===== config.mk =====
export PLATFORM = sky130hd
export DESIGN_NAME = riscv_boot_ctrl
export DESIGN_NICKNAME = d
export VERILOG_FILES = /design/src/rtl/riscv_boot_ctrl.sv
export SDC_FILE = /design/constraint.sdc
export NUM_CORES = 1
export LEC_CHECK = 0
export ABC_AREA = 1
export BUFFER_PORTS_ARGS = -buffer_cell sky130_fd_sc_hd__buf_4
export CAP_MARGIN = 20
export CELL_PAD_IN_SITES_DETAIL_PLACEMENT = 1
export CELL_PAD_IN_SITES_GLOBAL_PLACEMENT = 2
export CORE_MARGIN = 5
export CORE_UTILIZATION = 31
export CTS_CLUSTER_DIAMETER = 80
export DETAILED_ROUTE_END_ITERATION = 6
export PLACE_DENSITY_LB_ADDON = 0.1
export SETUP_SLACK_MARGIN = 0.2
export SLEW_MARGIN = 20
export SYNTH_ARGS = -nofsm -noshare
export SYNTH_HDL_FRONTEND = slang
export SYNTH_SLANG_ARGS = --single-unit

===== constraint.sdc =====
create_clock -name clk -period 1.8 [get_ports clk]
set_input_delay 0.36 -clock clk [delete_from_list [all_inputs] [get_ports clk]]
set_output_delay 0.36 -clock clk [all_outputs]
set_load 0.01 [all_outputs]

===== src/rtl/riscv_boot_ctrl.sv =====
// Boot/run sequencer: streams a byte-wise program into imem, holds the core in reset,
// runs it until halt or cycle budget, then freezes it for inspection.
//   state      | meaning
//   S_IDLE     | waiting for start, core held in reset
//   S_LOAD     | accepting program bytes, writing assembled words
//   S_CORE_RST | program loaded, core reset held for RST_CYCLES
//   S_RUN      | core running, counting cycles
//   S_DONE     | core frozen (or held in reset after a load error)
module riscv_boot_ctrl #(
  parameter int IMEM_DEPTH = 256,
  parameter int ADDR_W     = 8,
  parameter int RST_CYCLES = 2,
  parameter int MAX_CYCLES = 200,
  parameter int CNT_W      = 16
) (
  input  logic              clk,
  input  logic              rst,
  input  logic              start,
  input  logic [7:0]        ld_data,
  input  logic              ld_valid,
  input  logic              ld_last,
  output logic              ld_ready,
  output logic              imem_we,
  output logic [ADDR_W-1:0] imem_addr,
  output logic [31:0]       imem_wdata,
  output logic              core_rst,
  output logic              core_stall,
  input  logic              core_halt,
  output logic [CNT_W-1:0]  run_cycles,
  output logic              busy,
  output logic              done,
  output logic              timeout,
  output logic              err
);

  localparam int RW  = (RST_CYCLES > 1) ? $clog2(RST_CYCLES) : 1;
  localparam int WCW = $clog2(IMEM_DEPTH + 1);

  typedef enum logic [2:0] {S_IDLE, S_LOAD, S_CORE_RST, S_RUN, S_DONE} state_t;

  state_t            state_q, state_d;
  logic [1:0]        byte_idx_q, byte_idx_d;
  logic [23:0]       word_q, word_d;
  logic [WCW-1:0]    wcnt_q, wcnt_d;
  logic [RW-1:0]     rst_cnt_q, rst_cnt_d;
  logic              ld_ready_q, ld_ready_d;
  logic              imem_we_q, imem_we_d;
  logic [ADDR_W-1:0] imem_addr_q, imem_addr_d;
  logic [31:0]       imem_wdata_q, imem_wdata_d;
  logic              core_rst_q, core_rst_d;
  logic              core_stall_q, core_stall_d;
  logic [CNT_W-1:0]  run_cycles_q, run_cycles_d;
  logic              busy_q, busy_d;
  logic              done_q, done_d;
  logic              timeout_q, timeout_d;
  logic              err_q, err_d;
  logic              xfer;

  assign xfer = ld_valid & ld_ready_q;

  always_comb begin
    state_d      = state_q;
    byte_idx_d   = byte_idx_q;
    word_d       = word_q;
    wcnt_d       = wcnt_q;
    rst_cnt_d    = rst_cnt_q;
    ld_ready_d   = ld_ready_q;
    imem_we_d    = 1'b0;
    imem_addr_d  = imem_addr_q;
    imem_wdata_d = imem_wdata_q;
    core_rst_d   = core_rst_q;
    core_stall_d = core_stall_q;
    run_cycles_d = run_cycles_q;
    busy_d       = busy_q;
    done_d       = done_q;
    timeout_d    = timeout_q;
    err_d        = err_q;

    if (imem_we_q) imem_addr_d = imem_addr_q + 1'b1;

    case (state_q)
      S_IDLE, S_DONE: begin
        if (start) begin
          state_d      = S_LOAD;
          ld_ready_d   = 1'b1;
          busy_d       = 1'b1;
          done_d       = 1'b0;
          timeout_d    = 1'b0;
          err_d        = 1'b0;
          run_cycles_d = '0;
          byte_idx_d   = '0;
          wcnt_d       = '0;
          imem_addr_d  = '0;
          core_rst_d   = 1'b1;
          core_stall_d = 1'b1;
        end
      end
      S_LOAD: begin
        if (xfer) begin
          // Overflow and short final words abort to DONE with the core left in reset.
          if (wcnt_q == WCW'(IMEM_DEPTH) || (ld_last && byte_idx_q != 2'd3)) begin
            state_d    = S_DONE;
            err_d      = 1'b1;
            ld_ready_d = 1'b0;
            busy_d     = 1'b0;
            done_d     = 1'b1;
          end else if (byte_idx_q == 2'd3) begin
            imem_we_d    = 1'b1;
            imem_wdata_d = {ld_data, word_q};
            wcnt_d       = wcnt_q + 1'b1;
            byte_idx_d   = '0;
            if (ld_last) begin
              state_d    = S_CORE_RST;
              ld_ready_d = 1'b0;
              rst_cnt_d  = RW'(RST_CYCLES - 1);
            end
          end else begin
            case (byte_idx_q)
              2'd0:    word_d[7:0]   = ld_data;
              2'd1:    word_d[15:8]  = ld_data;
              default: word_d[23:16] = ld_data;
            endcase
            byte_idx_d = byte_idx_q + 1'b1;
          end
        end
      end
      S_CORE_RST: begin
        if (rst_cnt_q == '0) begin
          state_d      = S_RUN;
          core_rst_d   = 1'b0;
          core_stall_d = 1'b0;
        end else begin
          rst_cnt_d = rst_cnt_q - 1'b1;
        end
      end
      S_RUN: begin
        if (run_cycles_q != '1) run_cycles_d = run_cycles_q + 1'b1;
        if (core_halt || run_cycles_q == CNT_W'(MAX_CYCLES - 1)) begin
          state_d      = S_DONE;
          busy_d       = 1'b0;
          done_d       = 1'b1;
          core_stall_d = 1'b1;
          timeout_d    = ~core_halt;
        end
      end
      default: state_d = S_IDLE;
    endcase
  end

  always_ff @(posedge clk) begin
    if (rst) begin
      state_q      <= S_IDLE;
      byte_idx_q   <= '0;
      word_q       <= '0;
      wcnt_q       <= '0;
      rst_cnt_q    <= '0;
      ld_ready_q   <= 1'b0;
      imem_we_q    <= 1'b0;
      imem_addr_q  <= '0;
      imem_wdata_q <= '0;
      core_rst_q   <= 1'b1;
      core_stall_q <= 1'b1;
      run_cycles_q <= '0;
      busy_q       <= 1'b0;
      done_q       <= 1'b0;
      timeout_q    <= 1'b0;
      err_q        <= 1'b0;
    end else begin
      state_q      <= state_d;
      byte_idx_q   <= byte_idx_d;
      word_q       <= word_d;
      wcnt_q       <= wcnt_d;
      rst_cnt_q    <= rst_cnt_d;
      ld_ready_q   <= ld_ready_d;
      imem_we_q    <= imem_we_d;
      imem_addr_q  <= imem_addr_d;
      imem_wdata_q <= imem_wdata_d;
      core_rst_q   <= core_rst_d;
      core_stall_q <= core_stall_d;
      run_cycles_q <= run_cycles_d;
      busy_q       <= busy_d;
      done_q       <= done_d;
      timeout_q    <= timeout_d;
      err_q        <= err_d;
    end
  end

  assign ld_ready   = ld_ready_q;
  assign imem_we    = imem_we_q;
  assign imem_addr  = imem_addr_q;
  assign imem_wdata = imem_wdata_q;
  assign core_rst   = core_rst_q;
  assign core_stall = core_stall_q;
  assign run_cycles = run_cycles_q;
  assign busy       = busy_q;
  assign done       = done_q;
  assign timeout    = timeout_q;
  assign err        = err_q;

endmodule


==> metrics.yaml, run 1 <==
grt:
  grt_max_degree: 35
  track_usage: 0.174
  grt_pass1_wl_mm: 23.5
  grt_pass1_vias: 4805
  antenna_found_initial: 0
  globalRouteMet2Util: 0.310
  use_met3: 0.0411
  top_usage_layer: "met2"
  met1_usage: 0.210
  grt_overflow: 0
routing:
  drc: 0
  wl_per_cell_um: 15.9
  routed_wl_mm: 15.1
  first_pass_iters: 4
  ant_nets: 0
  via_per_inst: 4.88
  drt_iter0_markers: 145
  vias: 4621
synthesis:
  syn_nets: 653
  yosysTopAreaCell: "dfxtp_1"
  synth-seq-area-share: 0.458
  ys.flop_type: "dfxtp_1"
  synth_area_leaders: "dfxtp_1 46%, nand2_1 16%, a21oi_1 9.2%"
  ys_ff_latch: 103
  synth.cell_area_um2: 4510
  syn-instance-count: 632
  ys_top_cells_by_count: "188 x nand2_1, 103 x dfxtp_1, 83 x a21oi_1"
  async_flop_share: 0
  syn_avg_cell_area_um2: 7.13
  yosysTopAreaCellShare: 0.458
  synth_edf_count: 0
  synthesis.yosys.warnings: 0
  synth_cell_types: 31
  synth_most_common_cell: "nand2_1"
setup_path:
  reg2reg_from: "state_q[0]"
  crit_arrival_ps: 1850
  r2r-end: "word_q[14]"
  worstPathRequired_ps: 2020
  worst-path-max-fanout: 8
  endpoint: "word_q[14]"
  path_class: "flop to flop"
  critPathLaunch: "state_q[0]"
  cp-start-kind: "flop"
  ff2ff_setup_slack_ps: 180
  cp-end-kind: "flop"
  rr_worst_depth: 9
timing:
  rsz0062_at_grt: "yes"
  hold_violations: 0
  skew_ps: 9.40
  fin_setup_tns_ps: 0
  fin_crit_sh: 0.903
  timing.final.crit_period_ps: 1620
  finalMaxSlewViolations: 0
  tightest_slew_ps: 414
  clock.fmax_mhz: 616
  maxSlewHeadroom: 0.724
  final-setup-viol-count: 0
  setup_ws_ps: 175
power_and_ir_drop:
  seq_power_share: 0.390
  p_switching_w: 0.00223
  sw_frac_of_total: 0.348
  p_int_w: 0.00419
  power_leakage_nw: 2.62
  total_power_w: 0.00642
  power_density_nw_per_um2: 996
  clkPwrFrac: 0.291
  peakVddDrop_v: 0.000526
  p_comb_frac: 0.318
floorplanning:
  rows: 44
  pin_count: 78
  fp.dieH_um: 131
  die_w_um: 131
  die_area_um2: 17000
  core_area_um2: 14400
  start_util: 0.314
hold_path:
  hp-class: "input pin to flop"
  hp-start: "ld_data[5]"
place:
  hpwl_mm: 10.4
  port-buffer-count: 77
  pre_cts_slack_ps: -26.9
  place_congestion: 0.806
clock_tree:
  cts.sinks: 103
  clockRootBuffer: "clkbuf_16"
  path_clk_slew_ps: 70
  ctsHtreeMaxLevel: 3
  clk_latency_ps: 350
  max-clock-path-buffers: 2
  cts_tree: "yes"
  numCtsBuffers: 9
run:
  maxCapViolCount: 0
cells_and_area:
  utilization: 0.449
  num_antenna_cells: 0
  finalNetCount: 779
  drive_above_1_share: 0.360
  area_delta_synth_final_pct: 43.1
outcome:
  status: "finished, final reports clean"
==> flip-flops by register name (all words and copies together) (netlist names) <==
name / cells
busy: 1
byte_idx_q: 2
core_rst: 1
core_stall: 1
done: 1
err: 1
imem_addr: 8
imem_wdata: 32
imem_we: 1
ld_ready: 1
rst_cnt_q: 1
run_cycles: 16
state_q: 3
timeout: 1
wcnt_q: 9
word_q: 24
==> worst min path at each step <==
stage                           endpoint  cells past startpoint
after floorplan                rst_cnt_q                      2
after global placement         rst_cnt_q                      2
after detailed placement       rst_cnt_q                      2
after CTS                 imem_wdata[24]                      3
after global routing      imem_wdata[25]                      3
final                     imem_wdata[29]                      3
==> through the flow <==
| stage | instance area [µm²] | std cells | hold WS, ps |
|---|---|---|---|
| floorplan | 4510 | 632 | 426 |
| global placement | 5540 | 911 | 438 |
| detailed placement | 5540 | 911 | 454 |
| CTS | 6080 | 938 | 284 |
| global route | 6450 | 947 | 294 |
| finish | 6450 | 947 | 300 |
==> power groups by stage <==
stage / sequential, W / combinational [W] / clock [W]
2_1_floorplan: 0.00254 / 0.000930 / 0
3_3_place_gp: 0.00252 / 0.00165 / 0
3_5_place_dp: 0.00253 / 0.00167 / 0
4_1_cts: 0.00249 / 0.00178 / 0.00195
5_1_grt: 0.00252 / 0.00223 / 0.00202
6_report: 0.00251 / 0.00204 / 0.00187
==> per-layer routing <==
metal,up-vias,share of wire
li1,2337,-
met1,2221,0.46
met2,47,0.50
met3,16,0.029
met4,0,0.016
met5,-,0
==> logic make-up (layout without fill, tap and decap cells) <==
group	Yosys count	count (layout)	synth area share
buffers and inverters	74	204	0.0694
DFF	103	103	0.458
and+or+nand+nor	339	340	0.328
xor gates and xnor gates	2	2	0.00389
AOI/OAI and AO/OA	107	107	0.121
adders and majority gates	7	7	0.0194
==> worst max-delay path, cell delays in order, from the launching register on <==
cell and delay [ps]:
dfxtp_4 400, inv_4 50, nor2_4 90, nand2_4 80, nor2_4 140, nand2_4 110
nor2_4 250, nand3_4 190, nand2_2 110, a21oi_1 70
==> placed cells by master (no fill, tap or decap), types with 4 or more instances in the layout <==
cell type,synthesis,layout
a21oi_1,83,71
a21oi_2,0,12
buf_4,3,128
clkbuf_16,0,11
dfxtp_1,103,87
dfxtp_2,0,15
inv_1,42,35
inv_2,8,11
nand2_1,188,149
nand2_2,4,34
nand2_4,0,9
nand3_1,19,17
nand4_1,37,37
nor2_1,69,52
nor2_2,3,10
nor2_4,1,12
nor3_1,8,8
o21ai_0,18,14
o21ai_1,1,4
==> area by class of cell <==
class | count | area [µm²]
tap | 184 | 230
fill | 1754 | 7920
clock inverter | 5 | 38.8
multi-input combinational | 456 | 2510
sequential | 103 | 2080
timing repair buffer | 137 | 1140
clock buffer | 11 | 233
inverter | 51 | 213
==> what timing repair did <==
action	CTS	global route
endpoints found under the hold margin	0	0
endpoints found under the setup margin	90	90
buffers inserted	8	6
resized for setup	47	92
pin swaps	13	29
hold buffers	0	0
gates cloned	3	3
Note: power is estimated with default switching activity, not from simulation.
==> run 2: changes to the inputs <==
Settings changed: CORE_ASPECT_RATIO set to 1.4.
==> metrics.yaml, run 2 (synthesized netlist as in run 1, its figures left out) <==
timing:
  final-setup-viol-count: 0  # unchanged
  finalMaxSlewViolations: 0  # unchanged
  setup_ws_ps: 151  # -24.5 ps
  clock.fmax_mhz: 606  # -1.5%
  timing.final.crit_period_ps: 1650  # +24.5 ps
  skew_ps: 8.54  # -0.859 ps
  maxSlewHeadroom: 0.741  # +0.0169
  hold_violations: 0  # unchanged
  tightest_slew_ps: 389  # -25.4 ps
  fin_setup_tns_ps: 0  # unchanged
  hold_ws_ps: 280  # -20.5 ps
  rsz0062_at_grt: "yes"
  fin_crit_sh: 0.916  # +0.0136
cells_and_area:
  drive_above_1_share: 0.379  # +0.0188
  fin_cells: 959  # +1.3%
  largest_reg_flops: 32  # unchanged
  num_antenna_cells: 0  # unchanged
  finalNetCount: 786  # +0.90%
  area_delta_synth_final_pct: 48.4
  final_cell_mix: "147 x nand2_1, 120 x buf_4, 89 x dfxtp_1"
  mostFrequentLayoutCell: "nand2_1"
  utilization: 0.465  # +0.0164
grt:
  grt_pass1_wl_mm: 23.9  # +1.7%
  track_usage: 0.168  # -0.00578
  grt_overflow: 0  # unchanged
  grt_max_degree: 34  # -2.9%
  grt_pass1_vias: 4909  # +2.2%
  antenna_found_initial: 0  # unchanged
clock_tree:
  cts_tree: "yes"
  clockRootBuffer: "clkbuf_16"
  ctsHoldBuffers: 0  # unchanged
  max-clock-path-buffers: 2  # unchanged
  path_clk_slew_ps: 80  # about the same
  cts.sinks: 103  # unchanged
  numCtsBuffers: 9  # unchanged
  ctsHtreeMaxLevel: 3  # unchanged
  clk_latency_ps: 350  # about the same
floorplanning:
  fp.dieH_um: 153  # +17%
  rows: 52  # +18%
  core_area_um2: 14400  # about the same
  start_util: 0.313  # about the same
  die_area_um2: 17100  # +0.20%
  pin_count: 78  # unchanged
  die_w_um: 112  # -14%
setup_path:
  crit_family: "simple AND/OR/NAND/NOR gates"
  crit_buf_inv: 3  # +2
  worst-path-max-fanout: 6  # -2
  max_stage_delay_ps: 340  # -60 ps
  critical_path.most_common_cell: "nand2_2"
  cp-start-kind: "flop"
  crit_chain: "inv_2 -> ha_4 -> nand2_2 -> nor2_2 -> nand2_2 -> nand2_4 -> nor2_4 -> nand2_8 -> clkinv_8 -> clkbuf_16 -> nand2_2 -> a21oi_2"
  crit_arrival_ps: 1940  # +90 ps
  cp-end-kind: "flop"
  worstPathRequired_ps: 2090  # +70 ps
  slowest_stage: "dfxtp_2"
  path_class: "flop to flop"
hold_path:
  hp-class: "input pin to flop"
outcome:
  status: "finished, final reports clean"
power_and_ir_drop:
  power_density_nw_per_um2: 1000  # +0.50%
  power_leakage_nw: 2.74  # +4.5%
  peakVddDrop_v: 0.000520  # -1.1%
place:
  dpl.cell_count: 919  # +0.88%
  place_congestion: 0.822  # +1.9%
  pre_cts_slack_ps: -1.15  # +25.7 ps
  port-buffer-count: 77  # unchanged
  hpwl_mm: 10.9  # +5.1%
routing:
  drc: 0  # unchanged
  first_pass_iters: 4  # unchanged
  wl_per_cell_um: 16.1  # +1.4%
  vias: 4732  # +2.4%
  ant_nets: 0  # unchanged
  drt_iter0_markers: 156  # +7.6%
  routed_wl_mm: 15.5  # +2.7%
  via_per_inst: 4.93  # +1.1%
run:
  maxCapViolCount: 0  # unchanged
run 2: cell count changes in the layout (fill, tap and decap cells not counted), sizes merged:
| cell | previous run | this run |
|---|---|---|
| clkinvlp | 1 | 2 |
| nor2 | 75 | 74 |
| buf | 135 | 140 |
| clkbuf | 13 | 14 |
| clkinv | 3 | 4 |
run 2: per-layer routing:
layer	up-vias	global-route usage	share of wire
met5	-	0	0
met4	0	0.0574	0.016
met3	16	0.0254	0.028
met2	75	0.318	0.56
met1	2302	0.189	0.39
li1	2339	-	-
run 2: final cells by class:
type	instances	area (µm²)
Fill cell	1805	7690
Multi-Input combinational cell	455	2580
Sequential cell	103	2080
Timing Repair Buffer	145	1290
Tap cell	189	236
Clock buffer	9	225
Inverter	51	210
Clock inverter	7	65.1
run 2: where the power goes:
part	internal, W	leakage, nW	switching (W)	total, W
clock network	0.000972	0.140	0.000972	0.00194
logic	0.000979	1.76	0.00129	0.00227
registers	0.00239	0.839	0.0000908	0.00248
run 2: final timing paths:
| check | from | to | slack [ps] | cells after the start |
|---|---|---|---|---|
| worst max-delay path | wcnt_q[1] | imem_wdata[15] | 150 | 12 |
| worst min-delay path | rst | done | 280 | 2 |
| worst max register to register | wcnt_q[1] | imem_wdata[15] | 150 | 12 |
| worst min register to register | imem_addr[7] | imem_addr[7] | 450 | 1 |
run 2: stage by stage:
step	area, µm²	total power [W]
global route	6690	0.00706
global placement	5560	0.00421
floorplan	4510	0.00347
CTS	6040	0.00634
finish	6690	0.00669
detailed placement	5560	0.00424
run 2: repair_timing:
action	in CTS	in global routing
gates cloned	1	6
resized for setup	35	133
setup buffers	10	7
pin swaps	4	37
setup endpoints to repair	85	95
